`config.mk`:
```
export PLATFORM = sky130hd
export DESIGN_NAME = mem_access_ctrl_flat
export DESIGN_NICKNAME = d
export VERILOG_FILES = /design/src/rtl/mem_access_ctrl_pkg.sv /design/src/rtl/mem_access_ctrl_if.sv /design/src/rtl/mem_access_arb.sv /design/src/rtl/mem_access_ctrl.sv /design/src/flat_wrapper.sv
export SDC_FILE = /design/constraint.sdc
export NUM_CORES = 1
export LEC_CHECK = 0
export CAP_MARGIN = 30
export CORE_MARGIN = 8
export CORE_UTILIZATION = 46
export DETAILED_ROUTE_END_ITERATION = 10
export PLACE_DENSITY_LB_ADDON = 0.25
export SLEW_MARGIN = 40
export SYNTH_ARGS = -nofsm -noshare
export SYNTH_HDL_FRONTEND = slang
export SYNTH_SLANG_ARGS = --single-unit
```
`constraint.sdc`:
```
create_clock -name clock -period 1.7 [get_ports clock]
set_input_delay 0.34 -clock clock [delete_from_list [all_inputs] [get_ports clock]]
set_output_delay 0.34 -clock clock [all_outputs]
set_load 0.1 [all_outputs]
```
`src/rtl/mem_access_ctrl_pkg.sv`:
```
// Shared definitions for the memory access controller.
// Holds the controller FSM state encoding, the MemSrc and MemDst code points,
// the requester index constants and two small selection helpers.
// Requester indices double as bit positions in request/ack vectors:
//   bit 0 = data, bit 1 = stack, bit 2 = fetch.
package mem_access_ctrl_pkg;

  typedef enum logic [1:0] {
    ST_IDLE    = 2'd0,
    ST_ISSUE   = 2'd1,
    ST_WAIT    = 2'd2,
    ST_CAPTURE = 2'd3
  } state_t;

  localparam int NUM_REQ = 3;

  localparam logic [1:0] REQ_DATA  = 2'd0;
  localparam logic [1:0] REQ_STACK = 2'd1;
  localparam logic [1:0] REQ_FETCH = 2'd2;

  localparam logic [1:0] SRC_PC  = 2'b00;
  localparam logic [1:0] SRC_SP  = 2'b01;
  localparam logic [1:0] SRC_REG = 2'b10;

  localparam logic [2:0] DST_NONE    = 3'b000;
  localparam logic [2:0] DST_MARY    = 3'b001;
  localparam logic [2:0] DST_SHELLEY = 3'b010;
  localparam logic [2:0] DST_COMP    = 3'b011;
  localparam logic [2:0] DST_RA      = 3'b100;

  // Address source used by each requester.
  function automatic logic [1:0] src_of(logic [1:0] idx);
    logic [1:0] src;
    case (idx)
      REQ_DATA:  src = SRC_REG;
      REQ_STACK: src = SRC_SP;
      default:   src = SRC_PC;
    endcase
    return src;
  endfunction

  // Lowest set index wins, which makes data > stack > fetch.
  function automatic logic [1:0] first_set(logic [NUM_REQ-1:0] v);
    logic [1:0] pick;
    if (v[0])      pick = REQ_DATA;
    else if (v[1]) pick = REQ_STACK;
    else if (v[2]) pick = REQ_FETCH;
    else           pick = REQ_DATA;
    return pick;
  endfunction

endpackage

```
`src/rtl/mem_access_ctrl_if.sv`:
```
// Requester handshake and memory bus bundle for mem_access_ctrl.
//   requests : fetch_req, stack_req/stack_push, data_req/data_we/data_dst
//   acks     : fetch_ack, stack_ack, data_ack (one-cycle pulses)
//   memory   : MemSrc, MemRead, MemWrite, MemDst
//   enables  : MaryWrite, ShelleyWrite, CompWrite, RAWrite
//   status   : busy
// master = requester/environment side, slave = controller side.
interface mem_access_ctrl_if;
  logic       fetch_req;
  logic       stack_req;
  logic       stack_push;
  logic       data_req;
  logic       data_we;
  logic [2:0] data_dst;
  logic       fetch_ack;
  logic       stack_ack;
  logic       data_ack;
  logic [1:0] MemSrc;
  logic       MemRead;
  logic       MemWrite;
  logic [2:0] MemDst;
  logic       MaryWrite;
  logic       ShelleyWrite;
  logic       CompWrite;
  logic       RAWrite;
  logic       busy;

  modport master (
    output fetch_req, stack_req, stack_push, data_req, data_we, data_dst,
    input  fetch_ack, stack_ack, data_ack, MemSrc, MemRead, MemWrite, MemDst,
    input  MaryWrite, ShelleyWrite, CompWrite, RAWrite, busy
  );

  modport slave (
    input  fetch_req, stack_req, stack_push, data_req, data_we, data_dst,
    output fetch_ack, stack_ack, data_ack, MemSrc, MemRead, MemWrite, MemDst,
    output MaryWrite, ShelleyWrite, CompWrite, RAWrite, busy
  );
endinterface

```
`src/rtl/mem_access_arb.sv`:
```
// Winner selection for the memory access controller.
// Ports:
//   clock, reset_n : clock and asynchronous active-low reset
//   req            : pending requests (bit 0 data, 1 stack, 2 fetch)
//   grant_take     : high on the edge where the controller accepts winner
//   winner         : combinational index of the requester to serve
// Build option MEM_ACCESS_RR_EN: round-robin rotation data -> stack -> fetch.
// Without it: fixed priority data > stack > fetch, with per-requester loss
// counters that force a grant once a requester has lost STALL_MAX times.
module mem_access_arb
  import mem_access_ctrl_pkg::*;
#(
  parameter int STALL_MAX = 15
) (
  input  logic               clock,
  input  logic               reset_n,
  input  logic [NUM_REQ-1:0] req,
  input  logic               grant_take,
  output logic [1:0]         winner
);

`ifdef MEM_ACCESS_RR_EN
  logic [1:0] last_reg;

  // Search starts just after the previous winner; the previous winner itself
  // is tried last.
  function automatic logic [1:0] rr_pick(logic [NUM_REQ-1:0] r, logic [1:0] last);
    logic [1:0] pick;
    logic [1:0] cand;
    int         c;
    pick = last;
    for (int k = NUM_REQ; k >= 1; k--) begin
      c = int'(last) + k;
      if (c >= NUM_REQ) c = c - NUM_REQ;
      cand = 2'(c);
      if (r[cand]) pick = cand;
    end
    return pick;
  endfunction

  assign winner = rr_pick(req, last_reg);

  // Reset to fetch so that data is first in line after reset.
  always_ff @(posedge clock or negedge reset_n) begin
    if (!reset_n)        last_reg <= REQ_FETCH;
    else if (grant_take) last_reg <= winner;
  end
`else
  localparam logic [3:0] STALL_LIM = 4'(STALL_MAX);

  logic [NUM_REQ-1:0] starved;

  genvar gi;
  generate
    for (gi = 0; gi < NUM_REQ; gi++) begin : g_loss
      logic [3:0] loss_reg;

      always_ff @(posedge clock or negedge reset_n) begin
        if (!reset_n) begin
          loss_reg <= '0;
        end else if (grant_take) begin
          if (winner == 2'(gi))
            loss_reg <= '0;
          else if (req[gi] && (loss_reg != STALL_LIM))
            loss_reg <= loss_reg + 4'd1;
        end
      end

      assign starved[gi] = req[gi] && (loss_reg == STALL_LIM);
    end
  endgenerate

  // A starved requester overrides normal priority; ties among starved
  // requesters still resolve data > stack > fetch.
  assign winner = (|starved) ? first_set(starved) : first_set(req);
`endif

endmodule

```
`src/rtl/mem_access_ctrl.sv`:
```
// Memory access controller: arbitrates instruction fetch, stack and data
// requests onto a single memory port, one transaction at a time.
// Ports:
//   clock   : system clock, all state on rising edge
//   reset_n : asynchronous active-low reset
//   bus     : mem_access_ctrl_if.slave (requests, acks, memory strobes,
//             destination enables, busy)
// Parameters: READ_LAT (1..3) cycles from MemRead to data, STALL_MAX loss
// limit for the anti-starvation logic.
// Build option MEM_ACCESS_RR_EN selects round-robin arbitration (see
// mem_access_arb).
module mem_access_ctrl
  import mem_access_ctrl_pkg::*;
#(
  parameter int READ_LAT  = 1,
  parameter int STALL_MAX = 15
) (
  input logic                 clock,
  input logic                 reset_n,
  mem_access_ctrl_if.slave    bus
);

  state_t             state_reg, state_next;
  logic [1:0]         win_reg, win_next;
  logic               we_reg, we_next;
  logic [2:0]         dst_reg, dst_next;
  logic [1:0]         wait_reg, wait_next;

  logic [NUM_REQ-1:0] req_vec;
  logic               grant_take;
  logic [1:0]         winner;

  logic [1:0]         mem_src;
  logic               mem_read, mem_write;
  logic [2:0]         mem_dst;
  logic [3:0]         wr_en;    // {Mary, Shelley, Comp, RA}
  logic [2:0]         ack_vec;  // {fetch, stack, data}

  assign req_vec    = {bus.fetch_req, bus.stack_req, bus.data_req};
  assign grant_take = (state_reg == ST_IDLE) && (|req_vec);

  mem_access_arb #(
    .STALL_MAX (STALL_MAX)
  ) u_arb (
    .clock      (clock),
    .reset_n    (reset_n),
    .req        (req_vec),
    .grant_take (grant_take),
    .winner     (winner)
  );

  always_ff @(posedge clock or negedge reset_n) begin
    if (!reset_n) begin
      state_reg <= ST_IDLE;
      win_reg   <= REQ_DATA;
      we_reg    <= 1'b0;
      dst_reg   <= DST_NONE;
      wait_reg  <= 2'd0;
    end else begin
      state_reg <= state_next;
      win_reg   <= win_next;
      we_reg    <= we_next;
      dst_reg   <= dst_next;
      wait_reg  <= wait_next;
    end
  end

  always_comb begin
    state_next = state_reg;
    win_next   = win_reg;
    we_next    = we_reg;
    dst_next   = dst_reg;
    wait_next  = wait_reg;
    mem_src    = SRC_PC;
    mem_read   = 1'b0;
    mem_write  = 1'b0;
    mem_dst    = DST_NONE;
    wr_en      = 4'b0000;
    ack_vec    = 3'b000;

    case (state_reg)
      ST_IDLE: begin
        if (grant_take) begin
          // The whole command is captured here, so a requester may drop its
          // request mid-transaction without affecting it.
          win_next   = winner;
          state_next = ST_ISSUE;
          case (winner)
            REQ_DATA: begin
              we_next  = bus.data_we;
              dst_next = bus.data_we ? DST_NONE : bus.data_dst;
            end
            REQ_STACK: begin
              we_next  = bus.stack_push;
              dst_next = bus.stack_push ? DST_NONE : DST_RA;
            end
            default: begin
              // Fetch lands in the instruction register, which has no enable here.
              we_next  = 1'b0;
              dst_next = DST_NONE;
            end
          endcase
        end
      end

      ST_ISSUE: begin
        mem_src = src_of(win_reg);
        if (we_reg) begin
          mem_write  = 1'b1;
          ack_vec    = 3'b001 << win_reg;
          state_next = ST_IDLE;
        end else begin
          mem_read = 1'b1;
          if (READ_LAT > 1) begin
            state_next = ST_WAIT;
            wait_next  = 2'(READ_LAT - 2);
          end else begin
            state_next = ST_CAPTURE;
          end
        end
      end

      ST_WAIT: begin
        mem_src  = src_of(win_reg);
        mem_read = 1'b1;
        if (wait_reg == 2'd0) state_next = ST_CAPTURE;
        else                  wait_next  = wait_reg - 2'd1;
      end

      ST_CAPTURE: begin
        mem_src    = src_of(win_reg);
        mem_dst    = dst_reg;
        wr_en      = {dst_reg == DST_MARY, dst_reg == DST_SHELLEY,
                      dst_reg == DST_COMP, dst_reg == DST_RA};
        ack_vec    = 3'b001 << win_reg;
        state_next = ST_IDLE;
      end

      default: state_next = ST_IDLE;
    endcase
  end

  assign bus.MemSrc       = mem_src;
  assign bus.MemRead      = mem_read;
  assign bus.MemWrite     = mem_write;
  assign bus.MemDst       = mem_dst;
  assign bus.MaryWrite    = wr_en[3];
  assign bus.ShelleyWrite = wr_en[2];
  assign bus.CompWrite    = wr_en[1];
  assign bus.RAWrite      = wr_en[0];
  assign bus.data_ack     = ack_vec[0];
  assign bus.stack_ack    = ack_vec[1];
  assign bus.fetch_ack    = ack_vec[2];
  assign bus.busy         = (state_reg != ST_IDLE);

endmodule

```
`src/flat_wrapper.sv`:
```
// flat-port wrapper written by rule: the top's interface ports become plain ports
module mem_access_ctrl_flat import mem_access_ctrl_pkg::*;
#(
  parameter int READ_LAT  = 1,
  parameter int STALL_MAX = 15
)
  (clock, reset_n, bus_fetch_req, bus_stack_req, bus_stack_push, bus_data_req, bus_data_we, bus_data_dst, bus_fetch_ack, bus_stack_ack, bus_data_ack, bus_MemSrc, bus_MemRead, bus_MemWrite, bus_MemDst, bus_MaryWrite, bus_ShelleyWrite, bus_CompWrite, bus_RAWrite, bus_busy);
  mem_access_ctrl_if bus_i ();
  input logic clock;
  input logic reset_n;
  input wire logic [$bits(bus_i.fetch_req)-1:0] bus_fetch_req;
  input wire logic [$bits(bus_i.stack_req)-1:0] bus_stack_req;
  input wire logic [$bits(bus_i.stack_push)-1:0] bus_stack_push;
  input wire logic [$bits(bus_i.data_req)-1:0] bus_data_req;
  input wire logic [$bits(bus_i.data_we)-1:0] bus_data_we;
  input wire logic [$bits(bus_i.data_dst)-1:0] bus_data_dst;
  output wire logic [$bits(bus_i.fetch_ack)-1:0] bus_fetch_ack;
  output wire logic [$bits(bus_i.stack_ack)-1:0] bus_stack_ack;
  output wire logic [$bits(bus_i.data_ack)-1:0] bus_data_ack;
  output wire logic [$bits(bus_i.MemSrc)-1:0] bus_MemSrc;
  output wire logic [$bits(bus_i.MemRead)-1:0] bus_MemRead;
  output wire logic [$bits(bus_i.MemWrite)-1:0] bus_MemWrite;
  output wire logic [$bits(bus_i.MemDst)-1:0] bus_MemDst;
  output wire logic [$bits(bus_i.MaryWrite)-1:0] bus_MaryWrite;
  output wire logic [$bits(bus_i.ShelleyWrite)-1:0] bus_ShelleyWrite;
  output wire logic [$bits(bus_i.CompWrite)-1:0] bus_CompWrite;
  output wire logic [$bits(bus_i.RAWrite)-1:0] bus_RAWrite;
  output wire logic [$bits(bus_i.busy)-1:0] bus_busy;
  assign bus_i.fetch_req = bus_fetch_req;
  assign bus_i.stack_req = bus_stack_req;
  assign bus_i.stack_push = bus_stack_push;
  assign bus_i.data_req = bus_data_req;
  assign bus_i.data_we = bus_data_we;
  assign bus_i.data_dst = bus_data_dst;
  assign bus_fetch_ack = bus_i.fetch_ack;
  assign bus_stack_ack = bus_i.stack_ack;
  assign bus_data_ack = bus_i.data_ack;
  assign bus_MemSrc = bus_i.MemSrc;
  assign bus_MemRead = bus_i.MemRead;
  assign bus_MemWrite = bus_i.MemWrite;
  assign bus_MemDst = bus_i.MemDst;
  assign bus_MaryWrite = bus_i.MaryWrite;
  assign bus_ShelleyWrite = bus_i.ShelleyWrite;
  assign bus_CompWrite = bus_i.CompWrite;
  assign bus_RAWrite = bus_i.RAWrite;
  assign bus_busy = bus_i.busy;
  mem_access_ctrl #(.READ_LAT(READ_LAT), .STALL_MAX(STALL_MAX)) u_core (.clock(clock), .reset_n(reset_n), .bus(bus_i));
endmodule
```
==> results by group, run 1 <==
Routing
  • DRC viols: 0
  • WL final: 5161 um
  • DRT Pass-1 Iters: 5
  • ANT nets after route: 0
  • Detailed-route via count: 1470
  • First DRT Iteration DRCs: 97
  • DR WL/cell: ~22 um
  • Routed vias/inst: 6.229

Logic synthesis
  • Post-Syn Area: 0.001364 mm^2
  • Ys Warns: 0
  • Top cells by area, synth: dfrtp_1 (40%), ha_1 (8.3%), nor2_1 (3.0%)
  • Yosys top cell area share: 40.37%
  • Synth area leader: dfrtp_1
  • Most frequent cells after synthesis: dfrtp_1 (22), nor2_1 (11), nand2_1 (10), ha_1 (9)
  • Most numerous cell in the Yosys netlist: dfrtp_1
  • Synth Net Count: 159
  • Mean Syn Cell Area: 9.741 um^2
  • Top FF cell, synth: dfrtp_1
  • Cells after synthesis: 140
  • Sequential fraction of the synthesis area: 40.37%
  • Asr flop ratio synth: 100.0%
  • Number of synthesized flops with an enable pin: 0
  • Yosys cell types: 46
  • Synth Register Bits: 22

Timing
  • Setup_tns: -3290 ps
  • Final WS setup: -347.7 ps
  • Final hold vios: 0
  • Fmax: 0.4884 GHz
  • Worst rel slew slack: 77.18%
  • Slew Limit Fails: 0
  • Worst clock skew: 9.868 ps
  • Crit share post-route: 120.5%
  • Crit path time final: 2048 ps
  • Setup Viol. Count Final: 19
  • Tightest Pin Transition: 342.4 ps
  • Unrepaired setup endpoints after global routing: yes

Setup path
  • CP max FO: 3
  • Critical path buffers and inverters: 3
  • Worst path top cell family by delay: flip-flops
  • Critical Path Start Type: flip-flop
  • Critical path's slowest cell: dfrtp_1
  • WP data arrival: 1710 ps
  • CP max stage delay: 430 ps
  • Worst Setup Path Type: flip-flop to output pin
  • Critical Path Sink Type: output pin
  • WP data required: 1360 ps
  • Crit-path cells: inv_2, buf_6, ha_4, and2_4, nor2_4, nor3b_4, buf_12

Clock tree
  • TritonCTS Buffers: 3
  • Clk_lat worst skew: 340 ps
  • Clock Root Buffer: clkbuf_4
  • CTS tree: yes
  • CTS hold repair buffers: 0
  • CTS Sinks: 22
  • Clk buf depth: 2
  • Clk slew on worst S/H paths: 130 ps
  • H-tree Lvls: 1

Floorplanning
  • Core box area: 0.002781 mm^2
  • Die Height: 70.45 um
  • Die W: approximately 70 um
  • Die area: 0.004963 mm^2
  • Ports: 25
  • Starting Density: approximately 50%
  • Num rows: 19

Placement
  • PortBufs: 24
  • GP Congestion: 0.7794
  • Area after DPL: 0.002069 mm^2
  • Dpl hpwl: 2801 um
  • # placed instances: between 200 and 250

Cells and area
  • Diode count: 0
  • Fin area: 0.002409 mm^2
  • Layout Utilization: 86.59%
  • Area of the multi-input gates: 0.001025 mm^2
  • Share of layout cells above drive strength 1: around 53%
  • Filler instances: roughly 130
  • Area Growth Syn to Fin: 76.61%
  • Fin cells: 236
  • Nets: ~230
  • Area occupied by registers: 551.8 um^2
  • Largest register FFs: 12

Min path
  • Min-delay worst type: primary input to async pin

GRT
  • First-pass GRT wire length: 6969 um
  • Vias in the first global route: approximately 1400
  • Largest net degree at the start of global routing: 23
  • Initial antenna violation count: 0
  • Gr usage total: between 10% and 20%
  • GRT overflow: 0

Power and ir drop
  • Pwr/cell area: approximately 1800 mW/mm^2
  • Max VDD drop: 0.002465 V
  • Leak: between 0.001 and 0.0015 uW

Run status
  • Failing checks: setup timing
  • Status: finished with violations

Job
  • # Max-Cap Violations: 0
## worst register-to-register path: stages, from the launching register on
cell and delay (ps):
dfrtp_1 410, ha_2 220, nand4_1 140, buf_4 200
buf_6 110, nand4b_1 160, a21oi_4 100, a221o_1 360
## stage by stage
step	worst slack (ps)	power, uW	hold slack (ps)
after floorplan	-539.7	2495	44.41
after global placement	-199.7	3278	458.8
after detailed placement	-270.3	3378	472.7
after CTS	-268.4	3873	369.2
after global routing	-400.9	4439	352.4
final	-347.7	4282	328.0
## placed cells by master (no fill, tap or decap), types with 3 or more instances in the layout
| master | count |
|---|---|
| nand3_1 | 8 |
| nor3_1 | 3 |
| nand2_1 | 7 |
| nor3_4 | 4 |
| clkbuf_4 | 3 |
| ha_4 | 4 |
| ha_2 | 3 |
| nor3b_4 | 3 |
| nand4_1 | 4 |
| xor2_1 | 3 |
| inv_1 | 6 |
| and2_4 | 3 |
| buf_6 | 7 |
| clkdlybuf4s50_1 | 9 |
| buf_4 | 35 |
| nor2_1 | 7 |
| dfrtp_1 | 21 |
| nor2_4 | 3 |
| buf_12 | 15 |
| nor4bb_4 | 3 |
## power by group
part           internal [uW]  leakage, uW  switching (uW)
logic                   1350     0.000732            1690
clock network           83.6    0.0000138             181
registers                702     0.000287             278
## timing repair
action	CTS	global route
buffers inserted	8	10
setup endpoints to repair	18	29
endpoints found under the hold margin	0	0
pin swaps	6	17
gates resized for setup	18	30
## layer usage
metal  routed length, um  global-route usage, %
met5                   0                      0
met4                 370                  7.366
met3                 310                  3.107
met2                2662                  33.10
met1                1817                  17.66
## final timing paths
check                      slack [ps]                                from            endpoint  cells past startpoint
setup reg to reg                 -130  u_core.u_arb.g_loss[2].loss_reg[1]   u_core.dst_reg[2]                      7
setup / recovery                 -350                           flip-flop       bus_fetch_ack                      7
hold / removal                    330                             reset_n  u_core.wait_reg[0]                      2
min in group clock                490                  u_core.wait_reg[0]  u_core.wait_reg[0]                      1
max in group asynchronous        1120                             reset_n   u_core.dst_reg[2]                      2
hold reg to reg                   490                  u_core.wait_reg[0]  u_core.wait_reg[0]                      1
## cell type report
class                      instances  share of cell area, %
multi-input combinational        105                  42.55
timing repair buffer              66                  30.39
sequential                        22                  22.91
inverter                           9                  1.610
tap                               31                  1.610
clock buffer                       3                 0.9351
## logic make-up after synthesis
kind of cell             Yosys count  synth area share (%)
AND/OR/NAND/NOR                   64                 26.15
multiplexers                       1                0.8256
XOR/XNOR                           5                 3.212
AO/OA/AOI/OAI                     26                 16.42
buffers and inverters             13                 4.770
adder cells (fa/ha/maj)            9                 8.257
flip-flops                        22                 40.37
Note: power is estimated with default switching activity, not from simulation.
==> run 2, diff against run 1 <==
- SETUP_SLACK_MARGIN: unset -> 0.1
==> run 2 against run 1 <==
- the flow still finishes with violations (setup timing)
- power up 4.6%
- sequential share of layout area down 0.73 points
- clock power down 5%
- final cell count up 1.3%
- global-route usage up 2.0 points
- sequential cell count unchanged
- via count up 3.4%
- maximum frequency up 1.4%
- critical path type unchanged
- critical endpoint is now bus_stack_ack
==> results by group, run 2 (same netlist as run 1, synthesis figures left out) <==
Run status
  • Status: finished with violations
  • Failing checks: setup timing

GRT
  • Gr usage total: 19.32% (+2.0 points)
  • GRT overflow: 0 (unchanged)
  • First-pass GRT wire length: 7790 um (+12%)
  • Largest net degree at the start of global routing: 23 (unchanged)
  • Vias in the first global route: 1541 (+11%)
  • Initial antenna violation count: 0 (unchanged)

Setup path
  • CP max FO: 3 (unchanged)
  • Worst Setup Path Type: flip-flop to output pin
  • Reg2reg path depth: 9 (+2)
  • WP data required: 1360 ps (about the same)
  • WP data arrival: 1680 ps (-30 ps)
  • Critical Path Sink Type: output pin
  • Critical Path Start Type: flip-flop

Clock tree
  • CTS Sinks: 22 (unchanged)
  • H-tree Lvls: 1 (unchanged)
  • Clock Root Buffer: clkbuf_4
  • Clk buf depth: 2 (unchanged)
  • Clk slew on worst S/H paths: 120 ps (about the same)
  • Clk_lat worst skew: 330 ps (about the same)
  • TritonCTS Buffers: 3 (unchanged)
  • CTS tree: yes

Routing
  • DRC viols: 0 (unchanged)
  • DR WL/cell: 24.46 um (+12%)
  • Detailed-route via count: 1520 (+3.4%)
  • DRT Pass-1 Iters: 4 (-1)
  • WL final: 5845 um (+13%)
  • First DRT Iteration DRCs: 178 (+84%)
  • Routed vias/inst: 6.360 (+2.1%)
  • ANT nets after route: 0 (unchanged)

Timing
  • Worst clock skew: 3.461 ps (-6.408 ps)
  • Final hold vios: 0 (unchanged)
  • Slew Limit Fails: 0 (unchanged)
  • Crit share post-route: 118.8% (-1.7 points)
  • Tightest Pin Transition: 385.9 ps (+43.53 ps)
  • Worst rel slew slack: 74.27% (-2.9 points)
  • Final WS setup: -319.1 ps (+28.61 ps)
  • Fmax: 0.4953 GHz (+1.4%)
  • Setup Viol. Count Final: 29 (+10)
  • Final hold slack: 349.2 ps (+21.21 ps)
  • Unrepaired setup endpoints after global routing: yes
  • Crit path time final: 2019 ps (-28.61 ps)

Floorplanning
  • Core box area: 0.002781 mm^2 (unchanged)
  • Ports: 25 (unchanged)
  • Die W: 70.45 um (unchanged)
  • Die Height: 70.45 um (unchanged)
  • Starting Density: 49.03% (unchanged)
  • Die area: 0.004963 mm^2 (unchanged)
  • Num rows: 19 (unchanged)

Job
  • # Max-Cap Violations: 0 (unchanged)

Min path
  • Min-delay worst type: primary input to async pin

Placement
  • # placed instances: 220 (+1.4%)
  • Area after DPL: 0.002095 mm^2 (+1.2%)
  • Pre-CTS worst setup slack: -209.2 ps (+61.11 ps)
  • GP Congestion: 0.8434 (+8.2%)
  • Dpl hpwl: 2732 um (-2.4%)
  • PortBufs: 24 (unchanged)

Cells and area
  • Area Growth Syn to Fin: 82.84%
  • Diode count: 0 (unchanged)
  • Share of layout cells above drive strength 1: 56.25% (+3.1 points)
  • Most frequent cells in the layout: buf_4 (36), dfrtp_1 (20), buf_12 (15)
  • Nets: 229 (+1.3%)
  • Fin cells: 239 (+1.3%)
  • Largest register FFs: 12 (unchanged)
  • Fin area: 0.002494 mm^2 (+3.5%)
  • Layout Utilization: 89.65% (+3.1 points)
  • Commonest non-fill, non-tap cell in the layout: buf_4

Power and ir drop
  • Flop pwr share: 22.4% (-0.5 points)
  • Pwr/cell area: 1796 mW/mm^2 (+1.1%)
  • Combinational share of power: 72.0% (+1.1 points)
  • Net Sw Frac: 50.56% (+0.48 points)
  • Clock power share: 5.6% (-0.6 points)
  • Internal power: 2215 uW (+3.6%)
  • Max VDD drop: 0.002341 V (-5.0%)
  • Psw: 2265 uW (+5.6%)
  • Leak: 0.001079 uW (+4.4%)
run 2: cell types whose count changed in the layout (fill, tap and decap cells not counted), moves of 2 or more:
cell | previous run | this run
nand2_2 | 2 | 0
nor2b_2 | 2 | 0
nor2_1 | 7 | 5
buf_6 | 7 | 9
nor2b_4 | 0 | 2
run 2: critical path, cell delays in order, from the launching register on:
cell	delay (ps)
dfrtp_1	430
buf_6	150
ha_4	160
and2_4	160
nor2_4	190
nor2_2	90
buf_12	170
run 2: per-stage QoR:
step                      total power, uW  setup TNS [ps]
after floorplan                      2496           -3083
after global placement               3316           -2354
after detailed placement             3399           -2948
after CTS                            4023           -2319
after global routing                 4605           -5279
final                                4480           -4364
run 2: worst paths after layout:
path / start / slack, ps / endpoint
worst max-delay path: u_core.state_reg[0] / -320 / bus_stack_ack
worst min-delay path: reset_n / 350 / u_core.wait_reg[0]
worst max register to register: u_core.state_reg[0] / -140 / u_core.dst_reg[2]
worst min register to register: u_core.wait_reg[0] / 490 / u_core.wait_reg[0]
max in group asynchronous: reset_n / 1100 / u_core.win_reg[0]
min in group clock: u_core.wait_reg[0] / 490 / u_core.wait_reg[0]
run 2: power by group through the flow:
stage	Combinational, uW	Clock, uW	Sequential, uW
2_1_floorplan	1590	0	911
3_5_place_dp	2450	0	949
5_1_grt	3320	269	1010
4_1_cts	2830	241	950
3_3_place_gp	2380	0	933
6_report	3220	252	1000
run 2: what timing repair did:
action / 4_1_cts / 5_1_grt
gates resized for setup: 35 / 24
endpoints found under the setup margin: 30 / 35
setup buffers: 13 / 5
hold buffers: 0 / 0
pin swaps: 16 / 11
run 2: final cells by class:
cell class              count  area [um^2]
clock buffers               3        22.52
well taps                  31        38.79
multi-input cells         105         1079
flip-flops and latches     22        553.0
inverters                   9        38.79
fillers                   105        287.8
repair buffers             69        762.0
run 2: metal layers:
metal	vias up	wire (um)	global-route usage [%]
met5	-	0	0
met4	0	254	13.84
met3	24	438	3.249
met2	104	3000	33.40
met1	743	2151	20.65
li1	649	-	-
